`config.mk`:
```
export PLATFORM = sky130hd
export DESIGN_NAME = pi_current_control
export DESIGN_NICKNAME = d
export VERILOG_FILES = /design/src/rtl/motor_ctrl_pkg.sv /design/src/rtl/update_prescaler.sv /design/src/rtl/pi_current_control.sv
export SDC_FILE = /design/constraint.sdc
export NUM_CORES = 1
export LEC_CHECK = 0
export CORE_MARGIN = 5
export CORE_UTILIZATION = 50
export DETAILED_ROUTE_END_ITERATION = 10
export GPL_TIMING_DRIVEN = 1
export PLACE_DENSITY = 0.67
export SYNTH_ARGS = -nofsm -noshare
export SYNTH_HDL_FRONTEND = slang
export SYNTH_SLANG_ARGS = --single-unit
```
`constraint.sdc`:
```
create_clock -name CurrentControlClock -period 9.09 [get_ports CurrentControlClock]
set_input_delay 1.3635 -clock CurrentControlClock [delete_from_list [all_inputs] [get_ports CurrentControlClock]]
set_output_delay 1.3635 -clock CurrentControlClock [all_outputs]
set_load 0.005 [all_outputs]
```
`src/rtl/motor_ctrl_pkg.sv`:
```
// Shared types and helpers for the motor current/speed control loops.
package motor_ctrl_pkg;

    localparam int DATA_W_DEF    = 12;
    localparam int GAIN_W_DEF    = 8;
    localparam int FRAC_BITS_DEF = 4;

    typedef enum logic [2:0] {
        ST_IDLE   = 3'd0,
        ST_SAMPLE = 3'd1,
        ST_MULT   = 3'd2,
        ST_SUM    = 3'd3,
        ST_SAT    = 3'd4
    } pi_state_t;

    // Clamp x into the range of a w-bit two's-complement word (w < 64).
    function automatic longint sat_signed(input longint x, input int w);
        longint hi;
        longint lo;
        hi = (longint'(1) <<< (w - 1)) - 1;
        lo = -hi - 1;
        if (x > hi)
            return hi;
        else if (x < lo)
            return lo;
        return x;
    endfunction

endpackage

```
`src/rtl/update_prescaler.sv`:
```
// Free-running 0..UPDATE_DIV-1 counter; o_tick is high while the count sits at its last value.
module update_prescaler #(
    parameter int DIV_W      = 15,
    parameter int UPDATE_DIV = 256
) (
    input  logic i_clk,
    input  logic i_rst_n,
    output logic o_tick
);

    localparam logic [DIV_W-1:0] LAST = DIV_W'(UPDATE_DIV - 1);

    logic [DIV_W-1:0] r_cnt;

    assign o_tick = (r_cnt == LAST);

    always_ff @(posedge i_clk or negedge i_rst_n) begin
        if (!i_rst_n)
            r_cnt <= '0;
        else if (o_tick)
            r_cnt <= '0;
        else
            r_cnt <= r_cnt + 1'b1;
    end

endmodule

```
`src/rtl/pi_current_control.sv`:
```
// PI current loop: demand vs. measured current, saturated unsigned drive with anti-windup.
module pi_current_control
    import motor_ctrl_pkg::*;
#(
    parameter int DATA_W     = DATA_W_DEF,
    parameter int GAIN_W     = GAIN_W_DEF,
    parameter int FRAC_BITS  = FRAC_BITS_DEF,
    parameter int DIV_W      = 15,
    parameter int UPDATE_DIV = 256,
    parameter int ACC_W      = DATA_W + GAIN_W + 4
) (
    input  logic              CurrentControlClock,
    input  logic              ResetN,
    input  logic              Enable,
    input  logic [DATA_W-1:0] AssistanceRequirement,
    input  logic [DATA_W-1:0] PhaseWireVoltage,
    input  logic [GAIN_W-1:0] Kp,
    input  logic [GAIN_W-1:0] Ki,
    output logic [DATA_W-1:0] MotorSignal,
    output logic              UpdateStrobe,
    output logic              SatHigh,
    output logic              SatLow
);

    localparam int ERR_W = DATA_W + 2;
    localparam int SUM_W = ACC_W + 1;
    localparam logic signed [SUM_W-1:0] U_MAX = SUM_W'((longint'(1) <<< DATA_W) - 1);

    logic w_tick;

    update_prescaler #(
        .DIV_W      (DIV_W),
        .UPDATE_DIV (UPDATE_DIV)
    ) u_prescaler (
        .i_clk   (CurrentControlClock),
        .i_rst_n (ResetN),
        .o_tick  (w_tick)
    );

    pi_state_t                r_state;
    logic [DATA_W-1:0]        r_dem_p0;
    logic [DATA_W-1:0]        r_meas_p0;
    logic [GAIN_W-1:0]        r_kp_p0;
    logic [GAIN_W-1:0]        r_ki_p0;
    logic signed [ERR_W-1:0]  r_err_p1;
    logic signed [ACC_W-1:0]  r_p_p1;
    logic signed [ACC_W-1:0]  r_iinc_p1;
    logic signed [ACC_W-1:0]  r_inext_p2;
    logic signed [SUM_W-1:0]  r_u_p2;
    logic signed [ACC_W-1:0]  r_iacc;
    logic [DATA_W-1:0]        r_motor;
    logic                     r_strobe;
    logic                     r_sat_hi;
    logic                     r_sat_lo;

    logic signed [ERR_W-1:0]  w_err;
    logic signed [ACC_W-1:0]  w_err_s;
    logic signed [ACC_W-1:0]  w_kp_s;
    logic signed [ACC_W-1:0]  w_ki_s;
    logic signed [ACC_W-1:0]  w_p;
    logic signed [ACC_W-1:0]  w_iinc;
    logic signed [ACC_W-1:0]  w_inext;
    logic signed [SUM_W-1:0]  w_u;
    logic                     w_u_hi;
    logic                     w_u_lo;
    logic                     w_err_pos;
    logic                     w_err_neg;
    logic                     w_gate;
    logic                     w_hold_i;

    // Both operands zero-extended by two bits so the difference cannot overflow.
    assign w_err   = $signed({2'b00, r_dem_p0}) - $signed({2'b00, r_meas_p0});
    assign w_err_s = ACC_W'(w_err);
    assign w_kp_s  = ACC_W'($signed({1'b0, r_kp_p0}));
    assign w_ki_s  = ACC_W'($signed({1'b0, r_ki_p0}));
    assign w_p     = w_kp_s * w_err_s;
    assign w_iinc  = w_ki_s * w_err_s;

    assign w_inext = ACC_W'(sat_signed(longint'(r_iacc) + longint'(r_iinc_p1), ACC_W));
    assign w_u     = (SUM_W'(r_p_p1) + SUM_W'(w_inext)) >>> FRAC_BITS;

    assign w_u_hi    = (r_u_p2 > U_MAX);
    assign w_u_lo    = r_u_p2[SUM_W-1];
    assign w_err_neg = r_err_p1[ERR_W-1];
    assign w_err_pos = !r_err_p1[ERR_W-1] && (r_err_p1 != '0);
    assign w_gate    = !Enable || (r_dem_p0 == '0);
    // Anti-windup looks at the flags from the previous update, not the one being produced.
    assign w_hold_i  = (r_sat_hi && w_err_pos) || (r_sat_lo && w_err_neg);

    always_ff @(posedge CurrentControlClock or negedge ResetN) begin
        if (!ResetN) begin
            r_state    <= ST_IDLE;
            r_dem_p0   <= '0;
            r_meas_p0  <= '0;
            r_kp_p0    <= '0;
            r_ki_p0    <= '0;
            r_err_p1   <= '0;
            r_p_p1     <= '0;
            r_iinc_p1  <= '0;
            r_inext_p2 <= '0;
            r_u_p2     <= '0;
            r_iacc     <= '0;
            r_motor    <= '0;
            r_strobe   <= 1'b0;
            r_sat_hi   <= 1'b0;
            r_sat_lo   <= 1'b0;
        end else begin
            r_strobe <= 1'b0;
            case (r_state)
                ST_IDLE: begin
                    if (w_tick)
                        r_state <= ST_SAMPLE;
                end
                // p0: capture inputs
                ST_SAMPLE: begin
                    r_dem_p0  <= AssistanceRequirement;
                    r_meas_p0 <= PhaseWireVoltage;
                    r_kp_p0   <= Kp;
                    r_ki_p0   <= Ki;
                    r_state   <= ST_MULT;
                end
                // p1: error and gain products
                ST_MULT: begin
                    r_err_p1  <= w_err;
                    r_p_p1    <= w_p;
                    r_iinc_p1 <= w_iinc;
                    r_state   <= ST_SUM;
                end
                // p2: integrator candidate and scaled control effort
                ST_SUM: begin
                    r_inext_p2 <= w_inext;
                    r_u_p2     <= w_u;
                    r_state    <= ST_SAT;
                end
                // output clamp, gating and integrator commit
                ST_SAT: begin
                    r_strobe <= 1'b1;
                    r_state  <= ST_IDLE;
                    if (w_gate) begin
                        r_motor  <= '0;
                        r_iacc   <= '0;
                        r_sat_hi <= 1'b0;
                        r_sat_lo <= 1'b0;
                    end else begin
                        if (w_u_hi)
                            r_motor <= '1;
                        else if (w_u_lo)
                            r_motor <= '0;
                        else
                            r_motor <= r_u_p2[DATA_W-1:0];
                        r_sat_hi <= w_u_hi;
                        r_sat_lo <= w_u_lo;
                        if (!w_hold_i)
                            r_iacc <= r_inext_p2;
                    end
                end
                default: r_state <= ST_IDLE;
            endcase
        end
    end

    assign MotorSignal  = r_motor;
    assign UpdateStrobe = r_strobe;
    assign SatHigh      = r_sat_hi;
    assign SatLow       = r_sat_lo;

endmodule

```
==> flow_metrics.py <==
metrics = {
    "drt": {
        "ant_nets": 0,
        "drt-met1-wl_um": 19700,
        "dr.first_iter.drc_count": 919,
        "wl_per_cell_um": 17.1,
        "routed_wl_um": 42300,
        "dr.pass1.iters": 6,
        "routed_via_density": 5.46,
        "wl_met3_um": 1400,
        "top_layer_used": "met4",
        "route.met2.wl_um": 20200,
        "drcViolationCount": 0,
        "vias": 13500,
    },
    "grt": {
        "grt_use_total": 0.223,
        "antenna_found_initial": 0,
        "overflow": 0,
        "grt_pass1_vias": 14100,
        "grt_first_pass_wirelength_um": 71600,
        "grt_max_degree": 85,
    },
    "logic_synthesis": {
        "ys_seq_area_frac": 0.277,
        "syn_area_um2": 18000,
        "synthArstFlopShare": 1.00,
        "synthCells": 1974,
        "syn_nets": 2335,
        "synthDistinctLibCells": 66,
        "ys_ff_latch": 199,
        "ys_warn_count": 0,
        "synth_edf_count": 0,
        "yosys_most_used_dff": "dfrtp_1",
        "synth.avg_cell_area_um2": 9.11,
    },
    "critical_path": {
        "end_kind": "flop",
        "worstReg2RegStart": "r_meas_p0[1]",
        "critPathLaunchType": "flop",
        "r2r_slack_ns": 1.78,
        "cp.required_ns": 9.43,
        "reg2regPathDepth": 30,
        "cpMostUsedCell": "o21ai_0",
        "cp_top_family": "compound AO/OA/AOI/OAI gates",
        "critical_path_class": "reg2reg",
        "arrival_ns": 7.65,
        "critPathLaunch": "r_meas_p0[1]",
        "cp_slowest_cell": "fa_1",
        "slowest_delay_ns": 0.51,
        "cp_max_fo": 17,
        "cp_num_buf_inv": 5,
        "cp.depth": 30,
        "reg2reg_to": "r_iinc_p1[18]",
        "crit_end": "r_iinc_p1[18]",
    },
    "timing": {
        "fin_crit_sh": 0.804,
        "timing.fmax_mhz": 137,
        "final.setup_skew_ns": 0.0172,
        "final-max-slew-violation-count": 0,
        "rsz0062_at_grt": "no",
        "max_slew.worst_pin.slew_ns": 1.17,
        "finalWorstPathRequiredPeriod_ns": 7.31,
        "timing.hold.ws_ns": 0.472,
        "finalHoldViolCount": 0,
        "maxSlewHeadroom": 0.217,
        "tns_ns": 0,
        "finalSetupViolCount": 0,
    },
    "placed_design": {
        "place_inst": 2443,
        "postPlaceCellArea_um2": 19100,
        "hpwl_um": 32300,
        "io_buffers": 57,
        "globalplace.congestion": 0.885,
    },
    "die": {
        "die_area_um2": 39900,
        "die_w_um": 200,
        "fp.dieH_um": 200,
        "ioPinCount": 58,
        "core-area_um2": 35600,
        "start_util": 0.506,
        "num_rows": 69,
    },
    "cts": {
        "clkLatencyLatePin_ns": 0.45,
        "cts_max_level": 4,
        "cts_resized": 0,
        "cts_buffers": 17,
        "clockBufferDepth": 2,
        "post-cts-setup-buffer-count": 0,
        "cts_root_buf": "clkbuf_16",
        "path_clk_slew_ns": 0.08,
        "cts_tree": "built",
        "holdBufCountCts": 0,
        "clock_sinks": 199,
    },
    "cells_and_area": {
        "fin_nets": 2362,
        "fillers": 3262,
        "layout-drive-gt1-share": 0.0586,
        "diodes": 0,
        "fin_cells": 2475,
        "fin_area_um2": 19700,
        "multi_input_area_um2": 11700,
        "regArea_um2": 4980,
        "area_delta_synth_final_pct": 9.26,
    },
    "pwr": {
        "powerDensity_nw_per_um2": 87.1,
        "leakagePower_nw": 10.2,
        "irDropWorstVdd_uv": 123,
    },
    "min_path": {
        "holdCritPathClass": "reg2reg",
    },
    "job": {
        "drv_cap": 0,
    },
    "run_status": {
        "status": "complete, no violations",
    },
}
through the flow:
step	util	worst slack, ns	total power, mW
after floorplan	-	2.38	0.903
after global placement	0.536	2.10	0.940
after detailed placement	0.536	1.86	0.940
after CTS	0.553	1.81	1.73
after global routing	0.553	0.921	1.78
final	0.553	1.78	1.71
routing by layer:
metal | up-vias | global-route usage
met5 | - | 0
met4 | 0 | 0.0586
met3 | 62 | 0.0248
met2 | 252 | 0.378
met1 | 6726 | 0.308
li1 | 6466 | -
area by class of cell:
| class | instances | share of cell area |
|---|---|---|
| Inverter | 284 | 0.0542 |
| Sequential cell | 199 | 0.253 |
| Clock inverter | 13 | 0.00808 |
| Tap cell | 461 | 0.0293 |
| Timing Repair Buffer | 79 | 0.0376 |
| Multi-Input combinational cell | 1420 | 0.595 |
| Clock buffer | 19 | 0.0225 |
cell families after synthesis:
logic type,share of synthesized area
and+or+nand+nor,0.164
buffers and inverters,0.0746
AOI/OAI and AO/OA,0.124
adders and majority gates,0.293
DFF,0.277
xor gates and xnor gates,0.0409
muxes,0.0275
registers in the layout, summed over array words and instances (netlist names), 12 cells and up:
name,count
r_iacc,24
r_inext_p2,24
r_iinc_p1,22
r_p_p1,22
r_u_p2,21
u_prescaler.r_cnt,15
r_err_p1,13
MotorSignal,12
r_dem_p0,12
r_meas_p0,12
worst min path at each step:
| stage | cells after the start | start | slack [ns] | end |
|---|---|---|---|---|
| after floorplan | 1 | u_prescaler.r_cnt[4] | 0.44 | u_prescaler.r_cnt[4] |
| after global placement | 2 | MotorSignal[11] | 0.45 | MotorSignal[11] |
| after detailed placement | 2 | MotorSignal[7] | 0.46 | MotorSignal[7] |
| after CTS | 2 | MotorSignal[11] | 0.47 | MotorSignal[11] |
| after global routing | 2 | r_err_p1[8] | 0.50 | r_err_p1[8] |
| final | 2 | MotorSignal[11] | 0.47 | MotorSignal[11] |
worst register-to-register path, delay by kind of cell, from the launching register on:
kind | cells | cell delay, ns
and+or+nand+nor | 4 | 0.78
adders and majority gates | 6 | 2.52
DFF | 1 | 0.38
AOI/OAI and AO/OA | 14 | 2.89
xor gates and xnor gates | 1 | 0.13
buffers and inverters | 5 | 0.49
where the power goes:
group	total (mW)	internal [mW]	switching (mW)
Combinational	0.0364	0.0164	0.0200
Sequential	0.884	0.884	0
Clock	0.792	0.400	0.393
Total	1.71	1.30	0.413
cells in the mapped netlist, types with 31 or more instances:
cell / number / share of area
a21oi_1: 79 / 0.022
and2_1: 90 / 0.031
clkbuf_1: 68 / 0.014
dfrtp_1: 199 / 0.28
fa_1: 170 / 0.19
ha_1: 148 / 0.10
inv_1: 284 / 0.059
mux2_2: 44 / 0.028
nand2_1: 298 / 0.062
nand3_1: 32 / 0.0089
nor2_1: 71 / 0.015
nor2b_1: 42 / 0.015
o21ai_0: 113 / 0.031
xnor2_1: 53 / 0.026
xor2_1: 31 / 0.015
layout by cell type, fill, tap and decap left out, types with 42 or more instances in the layout:
master           netlist  routed
nor2b_1               42      42
inv_1                284     284
ha_1                 148     148
and2_1                90      90
nor2_1                71      71
a21oi_1               79      79
fa_1                 170     170
clkdlybuf4s50_1        0      56
xnor2_1               53      53
nand2_1              298     297
mux2_2                44      44
o21ai_0              113     113
dfrtp_1              199     199
Power figures use the tool's default switching activity.
